### src/rtl/chunked_adder_if.sv
// Handshake and data bundle for chunked_adder.
// master: producer/consumer side; slave: the adder itself.
interface chunked_adder_if #(
  parameter int WIDTH = 16
);
  logic             io_in_valid;
  logic             io_in_ready;
  logic [WIDTH-1:0] io_a_in;
  logic [WIDTH-1:0] io_b_in;
  logic             io_c_in;
  logic             io_sub;
  logic             io_out_valid;
  logic             io_out_ready;
  logic [WIDTH-1:0] io_s;
  logic             io_cout;
  logic             io_ovf;

  modport master (
    output io_in_valid, io_a_in, io_b_in, io_c_in, io_sub, io_out_ready,
    input  io_in_ready, io_out_valid, io_s, io_cout, io_ovf
  );

  modport slave (
    input  io_in_valid, io_a_in, io_b_in, io_c_in, io_sub, io_out_ready,
    output io_in_ready, io_out_valid, io_s, io_cout, io_ovf
  );
endinterface

### src/rtl/chunked_adder.sv
// Multi-cycle carry-propagate adder/subtractor.
// One CHUNK-wide ripple stage is reused N = WIDTH/CHUNK times; the carry
// between chunks lives in a register. Operands are shifted right each RUN
// cycle so the active chunk is always in the low bits, and result chunks
// are shifted in from the top, so after N cycles s_q holds the full result.
//
// state  | meaning
// -------+-------------------------------------------------------------
// S_IDLE | waiting for operands, io_in_ready=1
// S_RUN  | resolving one chunk per cycle, inputs ignored
// S_DONE | result held on io_s/io_cout/io_ovf until io_out_ready
module chunked_adder #(
  parameter int WIDTH = 16,
  parameter int CHUNK = 4
) (
  input  logic          clock,
  input  logic          reset,
  chunked_adder_if.slave io
);
  localparam int N  = WIDTH / CHUNK;
  localparam int KW = (N > 1) ? $clog2(N) : 1;
  localparam logic [KW-1:0] K_LAST = KW'(N - 1);

  typedef enum logic [1:0] {
    S_IDLE,
    S_RUN,
    S_DONE
  } state_t;

  state_t state_q, state_d;

  logic [WIDTH-1:0] a_q;
  logic [WIDTH-1:0] b_q;
  logic             carry_q;
  logic [KW-1:0]    k_q;
  logic [WIDTH-1:0] s_q;
  logic             cout_q;
  logic             ovf_q;

  logic             accept;
  logic             last_chunk;
  logic [CHUNK:0]   chunk_sum;
  logic             msb_carry_in;
  logic [WIDTH-1:0] s_next;

  assign last_chunk = (k_q == K_LAST);
  assign accept     = io.io_in_valid && io.io_in_ready;

  // Single ripple stage working on the low chunk of the shifted operands.
  assign chunk_sum = {1'b0, a_q[CHUNK-1:0]} + {1'b0, b_q[CHUNK-1:0]}
                   + {{CHUNK{1'b0}}, carry_q};

  // Carry into the operand MSB, recovered from its sum bit; only meaningful
  // on the last chunk, where bit CHUNK-1 of the chunk is bit WIDTH-1 overall.
  assign msb_carry_in = a_q[CHUNK-1] ^ b_q[CHUNK-1] ^ chunk_sum[CHUNK-1];

  if (CHUNK == WIDTH) begin : g_single_chunk
    assign s_next = chunk_sum[CHUNK-1:0];
  end else begin : g_multi_chunk
    assign s_next = {chunk_sum[CHUNK-1:0], s_q[WIDTH-1:CHUNK]};
  end

  assign io.io_s    = s_q;
  assign io.io_cout = cout_q;
  assign io.io_ovf  = ovf_q;

  // State register.
  always_ff @(posedge clock) begin
    if (reset) begin
      state_q <= S_IDLE;
    end else begin
      state_q <= state_d;
    end
  end

  // Next-state and handshake outputs; ready in DONE follows the consumer so
  // a result can be drained and a new operation accepted in one cycle.
  always_comb begin
    state_d         = state_q;
    io.io_in_ready  = 1'b0;
    io.io_out_valid = 1'b0;
    case (state_q)
      S_IDLE: begin
        io.io_in_ready = 1'b1;
        if (io.io_in_valid) begin
          state_d = S_RUN;
        end
      end
      S_RUN: begin
        if (last_chunk) begin
          state_d = S_DONE;
        end
      end
      S_DONE: begin
        io.io_out_valid = 1'b1;
        io.io_in_ready  = io.io_out_ready;
        if (io.io_out_ready) begin
          state_d = io.io_in_valid ? S_RUN : S_IDLE;
        end
      end
      default: begin
        state_d = S_IDLE;
      end
    endcase
  end

  // Operand capture on accept, then one chunk resolved per RUN cycle.
  always_ff @(posedge clock) begin
    if (reset) begin
      a_q     <= '0;
      b_q     <= '0;
      carry_q <= 1'b0;
      k_q     <= '0;
      s_q     <= '0;
      cout_q  <= 1'b0;
      ovf_q   <= 1'b0;
    end else if (accept) begin
      a_q     <= io.io_a_in;
      b_q     <= io.io_sub ? ~io.io_b_in : io.io_b_in;
      carry_q <= io.io_sub ? 1'b1 : io.io_c_in;
      k_q     <= '0;
    end else if (state_q == S_RUN) begin
      a_q     <= a_q >> CHUNK;
      b_q     <= b_q >> CHUNK;
      carry_q <= chunk_sum[CHUNK];
      s_q     <= s_next;
      k_q     <= k_q + KW'(1);
      if (last_chunk) begin
        cout_q <= chunk_sum[CHUNK];
        ovf_q  <= msb_carry_in ^ chunk_sum[CHUNK];
      end
    end
  end
endmodule

### src/flat_wrapper.sv
// flat-port wrapper written by rule: the top's interface ports become plain ports
module chunked_adder_flat 
#(
  parameter int WIDTH = 16,
  parameter int CHUNK = 4
)
  (clock, reset, io_io_in_valid, io_io_a_in, io_io_b_in, io_io_c_in, io_io_sub, io_io_out_ready, io_io_in_ready, io_io_out_valid, io_io_s, io_io_cout, io_io_ovf);
  chunked_adder_if #(.WIDTH(WIDTH)) io_i ();
  input  logic clock;
  input  logic reset;
  input wire logic [$bits(io_i.io_in_valid)-1:0] io_io_in_valid;
  input wire logic [$bits(io_i.io_a_in)-1:0] io_io_a_in;
  input wire logic [$bits(io_i.io_b_in)-1:0] io_io_b_in;
  input wire logic [$bits(io_i.io_c_in)-1:0] io_io_c_in;
  input wire logic [$bits(io_i.io_sub)-1:0] io_io_sub;
  input wire logic [$bits(io_i.io_out_ready)-1:0] io_io_out_ready;
  output wire logic [$bits(io_i.io_in_ready)-1:0] io_io_in_ready;
  output wire logic [$bits(io_i.io_out_valid)-1:0] io_io_out_valid;
  output wire logic [$bits(io_i.io_s)-1:0] io_io_s;
  output wire logic [$bits(io_i.io_cout)-1:0] io_io_cout;
  output wire logic [$bits(io_i.io_ovf)-1:0] io_io_ovf;
  assign io_i.io_in_valid = io_io_in_valid;
  assign io_i.io_a_in = io_io_a_in;
  assign io_i.io_b_in = io_io_b_in;
  assign io_i.io_c_in = io_io_c_in;
  assign io_i.io_sub = io_io_sub;
  assign io_i.io_out_ready = io_io_out_ready;
  assign io_io_in_ready = io_i.io_in_ready;
  assign io_io_out_valid = io_i.io_out_valid;
  assign io_io_s = io_i.io_s;
  assign io_io_cout = io_i.io_cout;
  assign io_io_ovf = io_i.io_ovf;
  chunked_adder #(.WIDTH(WIDTH), .CHUNK(CHUNK)) u_core (.clock(clock), .reset(reset), .io(io_i));
endmodule
### config.mk
export PLATFORM = sky130hd
export DESIGN_NAME = chunked_adder_flat
export DESIGN_NICKNAME = d
export VERILOG_FILES = /design/src/rtl/chunked_adder_if.sv /design/src/rtl/chunked_adder.sv /design/src/flat_wrapper.sv
export SDC_FILE = /design/constraint.sdc
export NUM_CORES = 1
export LEC_CHECK = 0
export BUFFER_PORTS_ARGS = -buffer_cell sky130_fd_sc_hd__buf_2
export CAP_MARGIN = 5
export CORE_ASPECT_RATIO = 1.2
export CORE_MARGIN = 2
export CORE_UTILIZATION = 55
export CTS_BUF_LIST = sky130_fd_sc_hd__clkbuf_4 sky130_fd_sc_hd__clkbuf_8
export CTS_CLUSTER_SIZE = 20
export DETAILED_ROUTE_END_ITERATION = 12
export GPL_TIMING_DRIVEN = 0
export PLACE_DENSITY_LB_ADDON = 0.08
export SKIP_CTS_REPAIR_TIMING = 1
export SYNTH_ARGS = -nofsm -noshare
export SYNTH_HDL_FRONTEND = slang
export SYNTH_SLANG_ARGS = --single-unit
### constraint.sdc
create_clock -name clock -period 1.9 [get_ports clock]
set_input_delay 0.285 -clock clock [delete_from_list [all_inputs] [get_ports clock]]
set_output_delay 0.285 -clock clock [all_outputs]
set_load 0.1 [all_outputs]
==> metrics, run 1 <==
Setup CP Type flop to flop; crit path DAT about 2.0 ns; hold endpoint u_core.a_q[13]$_SDFFE_PP0P_; full die area ~5000 um2; Syn Nets between 300 and 400; setup ws final roughly 0.11 ns; HP Class primary input to flop; top post-synthesis cells by area dfxtp_1, a21oi_1, nand2_1; initial antenna violation count 0; reg-to-reg slack, setup ~0.11 ns; ant diodes 0; Worst R2R Start u_core.a_q[0]$_SDFFE_PP0P_; Min Hold Slack roughly 0.21 ns; Worst-Margin Slew 0.531 ns; CP Max Fanout 3; Die H 77.2 um; fraction of registers with async set/reset 0%; Worst Setup End Kind flop; Achievable Freq 560 MHz; Max Slew Vio Count 0; Die X roughly 65 um; Clk Tree Root Cell clkbuf_8; Post-synth top cells nand2_1, dfxtp_1, a21oi_1, a22oi_1, xor2_1; skew final ~0.012 ns; Fin. Hold Viols 0; Core Area between 4000 and 5000 um2; relative slew slack between 60% and 70%; count leader, synth nand2_1; Critical Path Start Type flop; share of post-route cells with drive strength above 1 27.1%; largest net degree at the start of global routing 17; Hold Crit Depth 3; area fraction of the dominant cell type after synthesis between 40% and 50%; capturing point of the worst reg2reg path u_core.io.io_ovf$_SDFFE_PP0P_; LEAKAGE approximately 1.2 nW; Nets around 400; status completed; vias in the first global route about 1800; GRT Resource Usage Total 22.1%; CTS tree yes; HPWL Detailed between 3000 and 4000 um; Vias approximately 2100; pre-CTS WS -0.0685 ns; Synth area leader dfxtp_1; clk_lat worst skew 0.32 ns; DRC Markers 0; min Tclk post-route 1.79 ns; Ports between 50 and 60; H-Tree Level Count 2; Starting Density 57.6%; sequential share of the synthesized area around 45%; r2r worst-path depth 7; gpl congestion roughly 0.76; cell area power density approximately 840 nW/um2; syn avg cell area 8.71 um2; Antenna Nets Post-Route 0; Max-Cap Viols 0; final wirelength 5360 um; PortBufs 55; post-route clock period utilization a little over nine tenths; vias per std cell around 5.2; Avg WL per Cell about 13 um; synthesized flop and latch total 55; Remaining Overflow, GRT 0; # clock sinks 55; RSZ-0062 raised after global routing no; placed instance area 2810 um2; HP Start io_io_a_in[13]; Gate Count Post-Synth ~280; CP Data Required Time around 2.1 ns; Post-Syn Area between 2000 and 2500 um2; number of CTS-inserted buffers 5; endpoints failing setup 0; synth unique cells 30; post-route cell area about 3000 um2; Clk pin slew, worst setup/hold paths 0.10 ns; Primary FF master, synth dfxtp_1; Row Count 26; Max rail drop VDD around 650 uV; Layout area overhead 20.0%; number of synthesis warnings 0; Iteration-0 DRC Markers between 150 and 200; Pre-antenna DRT Iters 4; EDFF count, synth 0; first-pass GRT wire length 8500 um; Clock Path Buffers 2
## routing by layer
layer  up-vias  track usage [%]  routed length (um)  part of all wire (%)
met5         -                0                   0                     0
met4         0             8.30                  87                   1.6
met3         6             4.99                 269                   5.0
met2        61             37.3                2670                    50
met1       953             27.0                2330                    43
li1       1090                -                   -                     -
## registers in the layout (all words and copies together), names as in the netlist
register and flops:
u_core.io.io_cout 1, u_core.state_q 2, u_core.carry_q 1, u_core.io.io_ovf 1, u_core.k_q 2, u_core.b_q 16
u_core.io.io_s 16, u_core.a_q 16
## worst max-delay path by stage
stage / slack [ns] / from / end / cells after the start
2_1_floorplan: 0.18 / u_core.carry_q$_SDFFE_PP0P_ / u_core.io.io_ovf$_SDFFE_PP0P_ / 7
3_3_place_gp: -0.05 / u_core.carry_q$_SDFFE_PP0P_ / u_core.io.io_ovf$_SDFFE_PP0P_ / 7
3_5_place_dp: -0.07 / u_core.b_q[0]$_SDFFE_PP0P_ / u_core.io.io_ovf$_SDFFE_PP0P_ / 7
4_1_cts: -0.1 / u_core.b_q[0]$_SDFFE_PP0P_ / u_core.io.io_ovf$_SDFFE_PP0P_ / 7
5_1_grt: 0.05 / u_core.a_q[0]$_SDFFE_PP0P_ / u_core.io.io_ovf$_SDFFE_PP0P_ / 7
6_report: 0.11 / u_core.a_q[0]$_SDFFE_PP0P_ / u_core.io.io_ovf$_SDFFE_PP0P_ / 7
## worst max-delay path, stage by stage (launching register included)
cell      delay (ns)
dfxtp_1         0.36
fa_1            0.20
inv_1           0.06
fa_1            0.38
nand2b_4        0.17
a21oi_4         0.18
xor2_1          0.09
a311oi_1        0.27
## layout by cell type (no fill, tap or decap), drive strengths merged, types with 3 or more instances in the layout
master and n:
inv 3, a21oi 55, ha 4, nor2 7
nand3 9, a22oi 25, nor2b 4, nand2b 7
nor3 3, xor2 18, nand2 61, dfxtp 55
clkbuf 13, buf 72
## metrics by stage
step	setup TNS [ns]	cells	power, W	util [%]
6_report	0	403	0.00248	69.1
3_3_place_gp	-0.0505	393	0.00178	65.9
5_1_grt	0	403	0.00259	69.1
4_1_cts	-0.0960	401	0.00248	68.3
2_1_floorplan	0	282	0.00166	-
3_5_place_dp	-0.0685	393	0.00179	65.9
## cell families after synthesis
group / synth area share [%]
adders and majority gates: 3.67
buffers and inverters: 5.96
muxes: 0.408
xor gates and xnor gates: 6.78
AOI/OAI and AO/OA: 21.0
DFF: 44.8
and+or+nand+nor: 17.4
## final cells by class
class / count / area, um2
fillers: 378 / 1320
multi-input cells: 203 / 1230
flip-flops and latches: 55 / 1100
repair buffers: 57 / 290
plain buffers: 21 / 135
clock buffers: 7 / 96.3
well taps: 56 / 70.1
inverters: 3 / 11.3
clock inverters: 1 / 7.51
## power by group
group	internal, W	total (W)	leakage, nW	switching (W)
logic	0.000178	0.000502	0.722	0.000324
clock network	0.000332	0.000709	0.0505	0.000377
registers	0.00122	0.00127	0.450	0.0000479
No activity file was read; power rests on OpenSTA's default activity.
==> run 2: changes to the inputs <==
--- a/config.mk
+++ b/config.mk
@@ -14,7 +14,7 @@
 export CTS_CLUSTER_SIZE = 20
 export DETAILED_ROUTE_END_ITERATION = 12
 export GPL_TIMING_DRIVEN = 0
-export PLACE_DENSITY_LB_ADDON = 0.08
+export PLACE_DENSITY = 0.82
 export SKIP_CTS_REPAIR_TIMING = 1
 export SYNTH_ARGS = -nofsm -noshare
 export SYNTH_HDL_FRONTEND = slang
==> metrics, run 2 (same netlist as run 1, synthesis figures left out) <==
Achievable Freq roughly 570 MHz; Fin. Hold Viols 0; share of post-route cells with drive strength above 1 about 27%; Antenna Nets Post-Route 0; CP Data Required Time ~2.1 ns; final wirelength 5690 um; Max Slew Vio Count 0; cell area power density just over 800 nW/um2; H-Tree Level Count 2; Iteration-0 DRC Markers ~130; Avg WL per Cell 14.1 um; clk_lat worst skew roughly 0.32 ns; Die H 77.2 um; full die area 5020 um2; Layout area overhead 19.2%; Setup CP Type flop to flop; Row Count 26; HPWL Detailed slightly above 4000 um; Max rail drop VDD 529 uV; status completed; vias in the first global route just over 2000; post-route cell area between 2000 and 3000 um2; CP Max Fanout 3; Worst Setup End Kind flop; Starting Density 57.6%; vias per std cell about 5.4; Clk pin slew, worst setup/hold paths approximately 0.09 ns; post-layout util between 60% and 70%; relative slew slack about 66%; CTS tree yes; gpl congestion 0.871; placed instance area 2810 um2; Clk Tree Root Cell clkbuf_8; fin cells around 400; post-placement cell count a little under 400; first-pass GRT wire length between 9000 and 10000 um; ant diodes 0; Die X 65.0 um; Vias about 2200; Core Area about 4300 um2; Nets a little under 400; GRT Resource Usage Total 23.9%; skew final between 0.003 and 0.004 ns; min Tclk post-route about 1.8 ns; most frequent cells in the layout buf_2, nand2_1, a21oi_1; Worst-Margin Slew between 0.5 and 0.6 ns; initial antenna violation count 0; PortBufs 55; number of CTS-inserted buffers 5; Clock Path Buffers 2; Remaining Overflow, GRT 0; endpoints failing setup 0; Pre-antenna DRT Iters 4; Ports 58; # clock sinks between 50 and 60; largest net degree at the start of global routing 16; post-route clock period utilization 92.3%; Critical Path Start Type flop; Tot Pwr ~0.0024 W; Max-Cap Viols 0; DRC Markers 0; crit path DAT slightly below 2 ns; LEAKAGE around 1.2 nW; HP Class primary input to flop
[run 2: changes by cell type in the layout (fill, tap and decap cells not counted), sizes merged]
cell,change
clkinv,+1
clkinvlp,-1
buf,-1
[run 2: worst paths after layout]
kind,cells after the start,startpoint,slack (ns),endpoint
hold / removal,3,io_io_a_in[13],0.20,u_core.a_q[13]$_SDFFE_PP0P_
setup reg to reg,7,u_core.carry_q$_SDFFE_PP0P_,0.15,u_core.io.io_ovf$_SDFFE_PP0P_
setup / recovery,7,u_core.carry_q$_SDFFE_PP0P_,0.15,u_core.io.io_ovf$_SDFFE_PP0P_
hold reg to reg,2,u_core.io.io_s[0]$_SDFFE_PP0P_,0.46,u_core.io.io_s[0]$_SDFFE_PP0P_
[run 2: area by class of cell]
type / count / area [um2]
plain buffers: 21 / 135
clock buffers: 7 / 83.8
clock inverters: 1 / 5.00
fillers: 368 / 1330
inverters: 3 / 11.3
multi-input cells: 203 / 1230
flip-flops and latches: 55 / 1100
well taps: 56 / 70.1
repair buffers: 56 / 283
[run 2: per-stage QoR]
| stage | setup slack, ns | hold WS (ns) | setup TNS (ns) |
|---|---|---|---|
| CTS | -0.0530 | 0.197 | -0.0530 |
| floorplan | 0.177 | 0.421 | 0 |
| finish | 0.146 | 0.196 | 0 |
| global placement | 0.0285 | 0.438 | 0 |
| global route | -0.0389 | 0.199 | -0.0389 |
| detailed placement | -0.0269 | 0.447 | -0.0269 |
[run 2: critical path: stages (launching register included)]
cell and delay [ns]:
dfxtp_2 0.36, fa_2 0.21, inv_1 0.05, fa_1 0.39
nand2b_4 0.18, a21oi_4 0.18, xor2_1 0.08, a311oi_1 0.24
[run 2: metal layers]
| metal | track usage (%) | share of wire, % | routed length [um] | up-vias |
|---|---|---|---|---|
| met5 | 0 | 0 | 0 | - |
| met3 | 4.11 | 4.7 | 267 | 7 |
| li1 | - | - | - | 1088 |
| met2 | 41.0 | 52 | 2940 | 65 |
| met1 | 28.7 | 42 | 2380 | 1020 |
| met4 | 11.1 | 1.7 | 97 | 0 |
[run 2: where the power goes]
group | switching, W | internal (W)
combinational | 0.000333 | 0.000177
sequential | 0.0000461 | 0.00122
clock | 0.000364 | 0.000288
==> run 3: changes to the inputs <==
--- a/config.mk
+++ b/config.mk
@@ -9,12 +9,13 @@
 export CAP_MARGIN = 5
 export CORE_ASPECT_RATIO = 1.2
 export CORE_MARGIN = 2
-export CORE_UTILIZATION = 55
+export CORE_UTILIZATION = 50
 export CTS_BUF_LIST = sky130_fd_sc_hd__clkbuf_4 sky130_fd_sc_hd__clkbuf_8
 export CTS_CLUSTER_SIZE = 20
 export DETAILED_ROUTE_END_ITERATION = 12
+export GPL_ROUTABILITY_DRIVEN = 1
 export GPL_TIMING_DRIVEN = 0
-export PLACE_DENSITY = 0.82
+export PLACE_DENSITY = 0.76
 export SKIP_CTS_REPAIR_TIMING = 1
 export SYNTH_ARGS = -nofsm -noshare
 export SYNTH_HDL_FRONTEND = slang
==> constraint.sdc (replaced) <==
create_clock -name clock -period 1.9 [get_ports clock]
set_input_delay 0.475 -clock clock [delete_from_list [all_inputs] [get_ports clock]]
set_output_delay 0.475 -clock clock [all_outputs]
set_load 0.1 [all_outputs]
==> metrics, run 3 (same netlist as run 1, synthesis figures left out) <==
commonest non-fill, non-tap cell in the layout nand2_1; full die area around 5500 um2; largest net degree at the start of global routing 16; post-layout util roughly 63%; H-Tree Level Count 2; Max Slew Vio Count 0; crit path DAT approximately 2 ns; Die X roughly 68 um; Avg WL per Cell 13.3 um; GRT Resource Usage Total 21.4%; gpl congestion 0.795; most frequent cells in the layout nand2_1, buf_2, a21oi_1; first-pass GRT wire length between 8000 and 9000 um; register area between 1000 and 1500 um2; min Tclk post-route roughly 1.8 ns; relative slew slack approximately 65%; Multi-input gate area around 1200 um2; post-route clock period utilization 96.6%; Fin. Hold Viols 0; Critical Path Start Type flop; cell area power density between 800 and 900 nW/um2; skew final 0.00886 ns; LEAKAGE about 1.2 nW; Clk pin slew, worst setup/hold paths 0.09 ns; Row Count 27; Tot Pwr approximately 0.0024 W; status completed; TNS Setup 0 ns; vias in the first global route ~2000; vias per std cell approximately 5.4; Clock Path Buffers 2; Nets between 300 and 400; Vias roughly 2200; Worst Setup End Kind flop; CTS tree yes; Setup CP Type flop to flop; final wirelength approximately 5400 um; Layout area overhead 19.7%; endpoints failing setup 0; Max rail drop VDD 488 uV; Remaining Overflow, GRT 0; CP Max Fanout 3; Min Hold Slack between 0.4 and 0.5 ns; HP Class primary input to flop; Die H 80.8 um; HPWL Detailed a little under 4000 um; CP Data Required Time 2.08 ns; Max-Cap Viols 0; setup ws final ~0.066 ns; Ports 58; Iteration-0 DRC Markers 72; FILL cells 451; Clk Tree Root Cell clkbuf_8; Core Area between 4000 and 5000 um2; DRC Markers 0; Starting Density between 50% and 60%; # clock sinks 55; initial antenna violation count 0; PortBufs 55; Worst-Margin Slew approximately 0.52 ns; Pre-antenna DRT Iters 4; ant diodes 0; number of CTS-inserted buffers 5; Antenna Nets Post-Route 0; share of post-route cells with drive strength above 1 approximately 27%; pre-CTS WS -0.0165 ns; Achievable Freq about 550 MHz; clk_lat worst skew roughly 0.31 ns
-- run 3: cell types whose count changed in the layout (fill, tap and decap cells not counted) --
cell / change
fa_2: -1
fa_1: +1
buf_4: +1
clkbuf_4: +2
buf_2: -2
-- run 3: area by class of cell --
class / count / area share, %
repair buffers: 57 / 10.0
flip-flops and latches: 55 / 37.6
multi-input cells: 203 / 41.9
clock inverters: 1 / 0.170
clock buffers: 7 / 2.85
plain buffers: 21 / 4.60
inverters: 3 / 0.383
well taps: 58 / 2.47
-- run 3: metrics by stage --
stage	cell area (um2)	cells
after floorplan	2460	282
after global placement	2810	395
after detailed placement	2810	395
after CTS	2900	403
after global routing	2940	405
final	2940	405
-- run 3: power breakdown --
group | switching, W | internal, W | total [W]
Clock | 0.000352 | 0.000288 | 0.000641
Sequential | 0.0000435 | 0.00122 | 0.00127
Combinational | 0.000329 | 0.000178 | 0.000507
Total | 0.000725 | 0.00169 | 0.00241
-- run 3: worst max-delay path, cell delays in order (launching register included) --
cell and delay [ns]:
dfxtp_2 0.34, fa_1 0.44, inv_1 0.08, fa_1 0.20, nand2b_4 0.15, a21oi_4 0.07
buf_4 0.14, buf_4 0.12, nor2_1 0.13, nor3_2 0.05
-- run 3: final timing paths --
check	startpoint	to	slack, ns	cells past startpoint
max	u_core.carry_q$_SDFFE_PP0P_	u_core.io.io_cout$_SDFFE_PP0P_	0.07	9
min	io_io_a_in[14]	u_core.a_q[14]$_SDFFE_PP0P_	0.41	3
max reg2reg	u_core.carry_q$_SDFFE_PP0P_	u_core.io.io_cout$_SDFFE_PP0P_	0.07	9
min reg2reg	u_core.io.io_s[2]$_SDFFE_PP0P_	u_core.io.io_s[2]$_SDFFE_PP0P_	0.46	2
-- run 3: per-layer routing --
layer  global-route usage (%)  share of wire [%]
met1                     26.3                 43
met2                     36.1                 49
met5                        0                  0
met3                     4.43                5.9
met4                     8.20                1.7
